<file path="src/rtl/mvm_stream_mxn_if.sv">
// Stream bundle for mvm_stream_mxn: command pulses, operand input stream, result output stream, status.
// master = data source / controller side, slave = matrix-vector engine side.
interface mvm_stream_mxn_if #(
    parameter int unsigned B  = 8,
    parameter int unsigned AW = 20
);
    logic                 load_matrix;
    logic                 load_vector;
    logic                 start;
    logic                 s_valid;
    logic signed [B-1:0]  s_data;
    logic                 s_ready;
    logic                 m_valid;
    logic signed [AW-1:0] m_data;
    logic                 m_ready;
    logic                 busy;
    logic                 done;

    modport master (
        output load_matrix, load_vector, start, s_valid, s_data, m_ready,
        input  s_ready, m_valid, m_data, busy, done
    );

    modport slave (
        input  load_matrix, load_vector, start, s_valid, s_data, m_ready,
        output s_ready, m_valid, m_data, busy, done
    );
endinterface

</file>
<file path="src/rtl/mvm_stream_mxn.sv">
// Streaming y = A*x engine over P lockstep MAC lanes with optional product register (G).
// Define MVM_SAT_EN to clamp each result to the signed 2B-bit range before it is buffered.
module mvm_stream_mxn #(
    parameter int unsigned M  = 12,
    parameter int unsigned N  = 12,
    parameter int unsigned B  = 8,
    parameter int unsigned P  = 1,
    parameter int unsigned G  = 1,
    parameter int unsigned AW = 2*B + $clog2(N)
) (
    input  logic             clk,
    input  logic             reset,
    mvm_stream_mxn_if.slave  bus
);
    localparam int unsigned RPL  = M / P;
    localparam int unsigned LDEP = RPL * N;
    localparam int unsigned AAW  = (LDEP > 1) ? $clog2(LDEP) : 1;
    localparam int unsigned CW   = (N > 1)    ? $clog2(N)    : 1;
    localparam int unsigned RW   = (RPL > 1)  ? $clog2(RPL)  : 1;
    localparam int unsigned LW   = (P > 1)    ? $clog2(P)    : 1;
    localparam int unsigned IW   = (M > 1)    ? $clog2(M)    : 1;

    if ((M % P) != 0) begin : g_bad_p
        $error("mvm_stream_mxn: M must be a multiple of P");
    end
    if (G > 1) begin : g_bad_g
        $error("mvm_stream_mxn: G must be 0 or 1");
    end

`ifdef MVM_SAT_EN
    localparam logic signed [AW-1:0] SAT_MAX = {{(AW-2*B+1){1'b0}}, {(2*B-1){1'b1}}};
    localparam logic signed [AW-1:0] SAT_MIN = {{(AW-2*B+1){1'b1}}, {(2*B-1){1'b0}}};
`endif

    typedef enum logic [2:0] {
        S_IDLE, S_LOAD_A, S_LOAD_X, S_COMPUTE, S_DRAIN, S_OUTPUT
    } state_t;

    state_t               state_q;
    logic [CW-1:0]        col_q;
    logic [RW-1:0]        grp_q;
    logic [LW-1:0]        lane_q;
    logic [IW-1:0]        out_idx_q;
    logic                 drain_q;
    logic                 s_ready_q;
    logic                 m_valid_q;
    logic signed [AW-1:0] m_data_q;
    logic                 busy_q;
    logic                 done_q;

    logic                 beat_c;
    logic                 a_we_c;
    logic [AAW-1:0]       addr_c;

    logic                 rd_v_q, rd_first_q, rd_last_q;
    logic [RW-1:0]        rd_grp_q;
    logic                 mac_v_c, mac_first_c, mac_last_c;
    logic [RW-1:0]        mac_grp_c;

    logic signed [B-1:0]  x_mem [N];
    logic signed [B-1:0]  x_rd_q;
    logic signed [AW-1:0] lane_sum_c [P];
    logic signed [AW-1:0] res_q [M];

    assign beat_c = bus.s_valid & s_ready_q;
    assign a_we_c = beat_c && (state_q == S_LOAD_A);
    // One address serves both loading and computing: row group * N + column.
    assign addr_c = AAW'(int'(grp_q) * int'(N) + int'(col_q));

    assign bus.s_ready = s_ready_q;
    assign bus.m_valid = m_valid_q;
    assign bus.m_data  = m_data_q;
    assign bus.busy    = busy_q;
    assign bus.done    = done_q;

    function automatic logic signed [AW-1:0] fmt_result(input logic signed [AW-1:0] v);
`ifdef MVM_SAT_EN
        if (v > SAT_MAX) return SAT_MAX;
        if (v < SAT_MIN) return SAT_MIN;
`endif
        return v;
    endfunction

    // Control FSM with registered handshake and status outputs.
    always_ff @(posedge clk or posedge reset) begin
        if (reset) begin
            state_q   <= S_IDLE;
            col_q     <= '0;
            grp_q     <= '0;
            lane_q    <= '0;
            out_idx_q <= '0;
            drain_q   <= 1'b0;
            s_ready_q <= 1'b0;
            m_valid_q <= 1'b0;
            m_data_q  <= '0;
            busy_q    <= 1'b0;
            done_q    <= 1'b0;
        end else begin
            done_q <= 1'b0;
            case (state_q)
                S_IDLE: begin
                    col_q     <= '0;
                    grp_q     <= '0;
                    lane_q    <= '0;
                    out_idx_q <= '0;
                    drain_q   <= 1'b0;
                    if (bus.load_matrix) begin
                        state_q   <= S_LOAD_A;
                        s_ready_q <= 1'b1;
                        busy_q    <= 1'b1;
                    end else if (bus.load_vector) begin
                        state_q   <= S_LOAD_X;
                        s_ready_q <= 1'b1;
                        busy_q    <= 1'b1;
                    end else if (bus.start) begin
                        state_q <= S_COMPUTE;
                        busy_q  <= 1'b1;
                    end
                end
                S_LOAD_A: begin
                    // Row-major beats: column, then lane (r % P), then row group (r / P).
                    if (beat_c) begin
                        if (col_q == CW'(N-1)) begin
                            col_q <= '0;
                            if (lane_q == LW'(P-1)) begin
                                lane_q <= '0;
                                if (grp_q == RW'(RPL-1)) begin
                                    grp_q     <= '0;
                                    state_q   <= S_IDLE;
                                    s_ready_q <= 1'b0;
                                    busy_q    <= 1'b0;
                                end else begin
                                    grp_q <= grp_q + RW'(1);
                                end
                            end else begin
                                lane_q <= lane_q + LW'(1);
                            end
                        end else begin
                            col_q <= col_q + CW'(1);
                        end
                    end
                end
                S_LOAD_X: begin
                    if (beat_c) begin
                        if (col_q == CW'(N-1)) begin
                            col_q     <= '0;
                            state_q   <= S_IDLE;
                            s_ready_q <= 1'b0;
                            busy_q    <= 1'b0;
                        end else begin
                            col_q <= col_q + CW'(1);
                        end
                    end
                end
                S_COMPUTE: begin
                    if (col_q == CW'(N-1)) begin
                        col_q <= '0;
                        if (grp_q == RW'(RPL-1)) begin
                            grp_q   <= '0;
                            state_q <= S_DRAIN;
                            drain_q <= 1'b0;
                        end else begin
                            grp_q <= grp_q + RW'(1);
                        end
                    end else begin
                        col_q <= col_q + CW'(1);
                    end
                end
                S_DRAIN: begin
                    if (drain_q == 1'(G)) begin
                        state_q <= S_OUTPUT;
                    end else begin
                        drain_q <= 1'b1;
                    end
                end
                S_OUTPUT: begin
                    // First OUTPUT cycle presents y[0]; afterwards advance on each handshake.
                    if (!m_valid_q) begin
                        m_valid_q <= 1'b1;
                        m_data_q  <= res_q[out_idx_q];
                    end else if (bus.m_ready) begin
                        if (out_idx_q == IW'(M-1)) begin
                            m_valid_q <= 1'b0;
                            done_q    <= 1'b1;
                            busy_q    <= 1'b0;
                            out_idx_q <= '0;
                            state_q   <= S_IDLE;
                        end else begin
                            out_idx_q <= out_idx_q + IW'(1);
                            m_data_q  <= res_q[out_idx_q + IW'(1)];
                        end
                    end
                end
                default: state_q <= S_IDLE;
            endcase
        end
    end

    // Read-stage tags travelling alongside the storage read.
    always_ff @(posedge clk or posedge reset) begin
        if (reset) begin
            rd_v_q     <= 1'b0;
            rd_first_q <= 1'b0;
            rd_last_q  <= 1'b0;
            rd_grp_q   <= '0;
        end else begin
            rd_v_q     <= (state_q == S_COMPUTE);
            rd_first_q <= (col_q == '0);
            rd_last_q  <= (col_q == CW'(N-1));
            rd_grp_q   <= grp_q;
        end
    end

    if (G == 1) begin : g_tag_pipe
        logic          pv_q, pf_q, pl_q;
        logic [RW-1:0] pg_q;
        always_ff @(posedge clk or posedge reset) begin
            if (reset) begin
                pv_q <= 1'b0;
                pf_q <= 1'b0;
                pl_q <= 1'b0;
                pg_q <= '0;
            end else begin
                pv_q <= rd_v_q;
                pf_q <= rd_first_q;
                pl_q <= rd_last_q;
                pg_q <= rd_grp_q;
            end
        end
        assign mac_v_c     = pv_q;
        assign mac_first_c = pf_q;
        assign mac_last_c  = pl_q;
        assign mac_grp_c   = pg_q;
    end else begin : g_tag_direct
        assign mac_v_c     = rd_v_q;
        assign mac_first_c = rd_first_q;
        assign mac_last_c  = rd_last_q;
        assign mac_grp_c   = rd_grp_q;
    end

    // Vector storage is shared; every lane sees the same x element each cycle.
    always_ff @(posedge clk) begin
        if (beat_c && (state_q == S_LOAD_X)) x_mem[col_q] <= bus.s_data;
        if (state_q == S_COMPUTE)            x_rd_q       <= x_mem[col_q];
    end

    for (genvar l = 0; l < P; l++) begin : g_lane
        logic signed [B-1:0]   mem [LDEP];
        logic signed [B-1:0]   a_rd_q;
        logic signed [2*B-1:0] prod_c;
        logic signed [2*B-1:0] mac_prod_c;
        logic signed [AW-1:0]  acc_q;

        always_ff @(posedge clk) begin
            if (a_we_c && (lane_q == LW'(l))) mem[addr_c] <= bus.s_data;
            if (state_q == S_COMPUTE)         a_rd_q      <= mem[addr_c];
            if (mac_v_c)                      acc_q       <= lane_sum_c[l];
        end

        assign prod_c = (2*B)'(a_rd_q) * (2*B)'(x_rd_q);

        if (G == 1) begin : g_preg
            logic signed [2*B-1:0] prod_q;
            always_ff @(posedge clk) prod_q <= prod_c;
            assign mac_prod_c = prod_q;
        end else begin : g_nopreg
            assign mac_prod_c = prod_c;
        end

        assign lane_sum_c[l] = mac_first_c ? AW'(mac_prod_c) : acc_q + AW'(mac_prod_c);
    end

    // Lane l of row group g owns result row g*P + l.
    always_ff @(posedge clk) begin
        if (mac_v_c && mac_last_c) begin
            for (int l = 0; l < int'(P); l++) begin
                res_q[IW'(int'(mac_grp_c) * int'(P) + l)] <= fmt_result(lane_sum_c[l]);
            end
        end
    end
endmodule

</file>
<file path="src/flat_wrapper.sv">
// flat-port wrapper written by rule: the top's interface ports become plain ports
module mvm_stream_mxn_flat 
#(
    parameter int unsigned M  = 12,
    parameter int unsigned N  = 12,
    parameter int unsigned B  = 8,
    parameter int unsigned P  = 1,
    parameter int unsigned G  = 1,
    parameter int unsigned AW = 2*B + $clog2(N)
)
  (clk, reset, bus_load_matrix, bus_load_vector, bus_start, bus_s_valid, bus_s_data, bus_m_ready, bus_s_ready, bus_m_valid, bus_m_data, bus_busy, bus_done);
  mvm_stream_mxn_if #(.B(B), .AW(AW)) bus_i ();
  input  logic clk;
  input  logic reset;
  input wire logic [$bits(bus_i.load_matrix)-1:0] bus_load_matrix;
  input wire logic [$bits(bus_i.load_vector)-1:0] bus_load_vector;
  input wire logic [$bits(bus_i.start)-1:0] bus_start;
  input wire logic [$bits(bus_i.s_valid)-1:0] bus_s_valid;
  input wire logic [$bits(bus_i.s_data)-1:0] bus_s_data;
  input wire logic [$bits(bus_i.m_ready)-1:0] bus_m_ready;
  output wire logic [$bits(bus_i.s_ready)-1:0] bus_s_ready;
  output wire logic [$bits(bus_i.m_valid)-1:0] bus_m_valid;
  output wire logic [$bits(bus_i.m_data)-1:0] bus_m_data;
  output wire logic [$bits(bus_i.busy)-1:0] bus_busy;
  output wire logic [$bits(bus_i.done)-1:0] bus_done;
  assign bus_i.load_matrix = bus_load_matrix;
  assign bus_i.load_vector = bus_load_vector;
  assign bus_i.start = bus_start;
  assign bus_i.s_valid = bus_s_valid;
  assign bus_i.s_data = bus_s_data;
  assign bus_i.m_ready = bus_m_ready;
  assign bus_s_ready = bus_i.s_ready;
  assign bus_m_valid = bus_i.m_valid;
  assign bus_m_data = bus_i.m_data;
  assign bus_busy = bus_i.busy;
  assign bus_done = bus_i.done;
  mvm_stream_mxn #(.M(M), .N(N), .B(B), .P(P), .G(G), .AW(AW)) u_core (.clk(clk), .reset(reset), .bus(bus_i));
endmodule
</file>
<file path="config.mk">
export PLATFORM = sky130hd
export DESIGN_NAME = mvm_stream_mxn_flat
export DESIGN_NICKNAME = d
export VERILOG_FILES = /design/src/rtl/mvm_stream_mxn_if.sv /design/src/rtl/mvm_stream_mxn.sv /design/src/flat_wrapper.sv
export SDC_FILE = /design/constraint.sdc
export NUM_CORES = 2
export LEC_CHECK = 0
export ABC_AREA = 1
export BUFFER_PORTS_ARGS = -buffer_cell sky130_fd_sc_hd__buf_2
export CAP_MARGIN = 20
export CORE_UTILIZATION = 40
export CTS_CLUSTER_SIZE = 8
export DETAILED_ROUTE_END_ITERATION = 16
export PLACE_DENSITY_LB_ADDON = 0.1
export RECOVER_POWER = 100
export SYNTH_ARGS = -nofsm -noshare
export SYNTH_HDL_FRONTEND = slang
export SYNTH_SLANG_ARGS = --single-unit
</file>
<file path="constraint.sdc">
create_clock -name clk -period 5.6 [get_ports clk]
set_clock_uncertainty 0.05 [all_clocks]
set_input_delay 0.28 -clock clk [delete_from_list [all_inputs] [get_ports clk]]
set_output_delay 0.28 -clock clk [all_outputs]
set_load 0.1 [all_outputs]
</file>
==> load_flow_metrics.sql <==
INSERT INTO impl_metrics (metric_group, metric, value, unit) VALUES
('detailed_routing', 'via_count_of_the_routed_design', '48400', ''),
('synth', 'synthMostInstantiatedCell', 'edfxtp_1', ''),
('global_routing', 'gr-usage-met3', '3.24', '%'),
('power_and_ir_drop', 'finalPower', '41.6', 'mW'),
('synth', 'yosys.area.top_type_share', '64.8', '%'),
('worst_setup_path', 'worst-setup-path-type', 'in2reg', ''),
('global_routing', 'groute.usage.overall', '23.0', '%'),
('synth', 'synth_cells', '6666', ''),
('global_routing', 'grt_start_max_net_pins', '185', ''),
('detailed_routing', 'antenna_violating_nets_post_route', '0', ''),
('worst_setup_path', 'critPathRequiredTime', '6.05', 'ns'),
('outcome', 'violations', 'capacitance limit, slew limit', ''),
('sta', 'rsz0062_at_grt', 'false', ''),
('synth', 'mappedNetlistArea', '70600', 'sq um'),
('synth', 'syn_area_per_cell', '10.6', 'sq um'),
('sta', 'layout_min_cycle_time', '4.83', 'ns'),
('clock_network', 'clkSlewWorstSetupHoldPaths', '0.05', 'ns'),
('synth', 'netlist.top_cell.by_area', 'edfxtp_1', ''),
('synth', 'synth_flop_type', 'edfxtp_1', ''),
('detailed_routing', 'post_drt_wl_per_cell', '22.7', 'um'),
('power_and_ir_drop', 'powerDensity', '525', 'nW/um^2'),
('global_routing', 'grt_pass1_vias', '47100', ''),
('sta', 'timing.final.crit_share', '86.3', '%'),
('worst_setup_path', 'worstPathMaxFanout', '93', ''),
('detailed_routing', 'drcViolationCount', '0', ''),
('sta', 'setup_violations', '0', ''),
('synth', 'synth_edf_count', '1524', ''),
('sta', 'max_slew.worst_pin.slew', '4.81', 'ns'),
('outcome', 'run_status', 'finished, violations left', ''),
('worst_setup_path', 'critPathCaptureType', 'flip-flop', ''),
('global_routing', 'busiest_layer', 'met2', ''),
('hold_path', 'holdCritPathClass', 'reg2reg', ''),
('die', 'die_w', '422', 'um'),
('die', 'rows', '153', ''),
('sta', 'finalWorstSetupSlack', '0.768', 'ns'),
('detailed_routing', 'drt-initial-drc-count', '4177', ''),
('clock_network', 'tritoncts.num_buffers', '218', ''),
('sta', 'drv_slew', '1405', ''),
('power_and_ir_drop', 'leakage', '29.3', 'nW'),
('detailed_routing', 'routed_wirelength', '207000', 'um'),
('global_routing', 'global_route.usage.met2', '37.3', '%'),
('sta', 'fin_setup_tns', '0', 'ns'),
('layout', 'layout-drive-gt1-share', '5.20', '%'),
('detailed_routing', 'first_pass_iters', '6', ''),
('clock_network', 'clk_root_buffer_cell', 'clkbuf_16', ''),
('layout', 'layout.nets', '6862', ''),
('synth', 'synth_top_cells_by_count', '1524 x edfxtp_1, 1423 x nand2_1, 1206 x nor2_1, 785 x o21ai_0, 415 x inv_1', ''),
('die', 'floorplan.die.height', '422', 'um'),
('synth', 'ys_warn_count', '0', ''),
('worst_setup_path', 'start_kind', 'input pin', ''),
('die', 'top_level_ports', '39', ''),
('die', 'initial_utilization', '40.5', '%'),
('sta', 'maxSlewHeadroom', '-221', '%'),
('synth', 'synth_nets', '6799', ''),
('sta', 'max_clock_freq', '207', 'MHz'),
('global_routing', 'grt_pass1_wl', '307000', 'um'),
('power_and_ir_drop', 'peakVddDrop', '0.445', 'mV'),
('synth', 'synthTopCellsByArea', 'edfxtp_1 65%, nand2_1 7.6%, nor2_1 6.4%', ''),
('clock_network', 'cts_buffer_depth', '3', ''),
('sta', 'final_hold_fails', '0', ''),
('clock_network', 'postCtsSetupRepairBufs', '0', ''),
('synth', 'netlist-cell-type-count', '44', ''),
('detailed_routing', 'vias_cell', '5.29', ''),
('clock_network', 'cts_tree', 'done', ''),
('place', 'half_perimeter_wire_length_after_placement', '120000', 'um'),
('place', 'dp.cells', '8817', ''),
('global_routing', 'globalRoute.totalOverflow', '0', ''),
('die', 'die_area', '178000', 'sq um'),
('layout', 'area_growth_syn_to_layout', '12.3', '%'),
('global_routing', 'antenna_violations_before_repair', '2', ''),
('worst_setup_path', 'ff2ff_setup_slack', '0.84', 'ns'),
('worst_setup_path', 'cp.arrival', '5.28', 'ns'),
('synth', 'yosys_register_bits', '1594', ''),
('place', 'globalplace.congestion', '0.870', ''),
('flow_run', 'max-cap-violations', '30', ''),
('clock_network', 'worst_skew_pair.late_latency', '0.84', 'ns'),
('synth', 'async_reset_ff_share', '3.39', '%'),
('place', 'place_worst_setup_slack', '1.25', 'ns'),
('synth', 'proportion_of_synthesized_chip_area_in_sequential_cells', '67.2', '%'),
('global_routing', 'globalRouteMet1Util', '31.8', '%'),
('layout', 'fin_cells', '9152', ''),
('place', 'numPortBuffers', '38', ''),
('die', 'design.core.area', '175000', 'sq um'),
('clock_network', 'clock_sinks', '1594', ''),
('clock_network', 'cts_htree_levels', '4', '');
[sequential cells by signal (all words and copies together), names as in the netlist, 3 cells and up]
register	count
u_core.bus.m_data	20
u_core.col_q	4
u_core.g_lane.a_rd_q	8
u_core.g_lane.acc_q	20
u_core.g_lane.g_preg.prod_q	16
u_core.g_lane.mem	1152
u_core.g_tag_pipe.pg_q	4
u_core.grp_q	4
u_core.out_idx_q	4
u_core.rd_grp_q	4
u_core.res_q	240
u_core.state_q	3
u_core.x_mem	96
u_core.x_rd_q	8
[per-stage QoR]
step / hold slack [ns] / cell area (sq um) / util (%)
after global routing: 0.292 / 79300 / 45.4
final: 0.290 / 79300 / 45.4
after floorplan: 0.281 / 70600 / -
after CTS: 0.0475 / 79800 / 45.7
after detailed placement: 0.185 / 73600 / 42.1
after global placement: 0.186 / 73600 / 42.1
[where the power goes]
group / leakage (nW) / internal, mW / switching (mW)
Combinational: 11.8 / 4.23 / 11.0
Sequential: 14.5 / 14.0 / 0.302
Clock: 2.94 / 7.20 / 4.91
Total: 29.3 / 25.4 / 16.2
[path summary, 6_finish.rpt]
kind | start | to | depth (start not counted)
max reg2reg | u_core.col_q[3] | u_core.g_lane[0].mem[53][4] | 9
min in group asynchronous | reset | u_core.rd_grp_q[0] | 4
max in group asynchronous | reset | u_core.out_idx_q[1] | 5
min reg2reg | u_core.rd_grp_q[3] | u_core.g_tag_pipe.pg_q[3] | 0
max | bus_s_data[2] | u_core.g_lane[0].mem[27][2] | 3
min | u_core.rd_grp_q[3] | u_core.g_tag_pipe.pg_q[3] | 0
[cells by family after synthesis]
logic type               Yosys count  synth area share, %
XOR/XNOR                          27                0.335
AND/OR/NAND/NOR                 2915                 16.1
adder cells (fa/ha/maj)          118                 2.71
AO/OA/AOI/OAI                   1212                 9.00
buffers and inverters            800                 4.67
flip-flops                      1594                 67.2
[worst max-delay path, cell delays in order]
cell and delay [ns]:
dlygate4sd3_1 0.52, clkdlybuf4s25_1 3.32, buf_4 1.07
[cells in the final DEF, fill, tap and decap left out, drive strengths merged, types with 3 or more instances in the layout]
cell,count
clkinv,11
nand3,219
o211ai,34
dfxtp,16
nand4,25
nor3,15
o21ai,858
nor2,1211
edfxtp,1524
clkbuf,428
or2,7
a31oi,8
o21bai,3
dfrtp,54
ha,60
nand2,1431
buf,72
fa,58
nand3b,3
o31ai,6
a21boi,4
xor2,15
xnor2,12
dlygate4sd3,16
o221ai,6
a21oi,193
inv,428
o22ai,95
[what timing repair did]
item | in CTS | in global routing
endpoints found under the hold margin | 365 | 0
hold buffers | 16 | 0
resized for setup | 0 | 0
[metal layers]
metal / vias up / routed length (um)
li1: 22800 / -
met2: 1450 / 98000
met3: 352 / 11000
met4: 0 / 5690
met1: 23800 / 92700
met5: - / 0
[final cells by class]
cell class,instances,area [sq um]
fill,16400,95200
sequential,1594,47400
multi-input combinational,4272,19900
clock buffer,303,5880
tap,2325,2910
inverter,427,1620
timing repair buffer,216,1360
clock inverter,13,216
antenna,2,5.00
No activity file was read; power rests on OpenSTA's default activity.
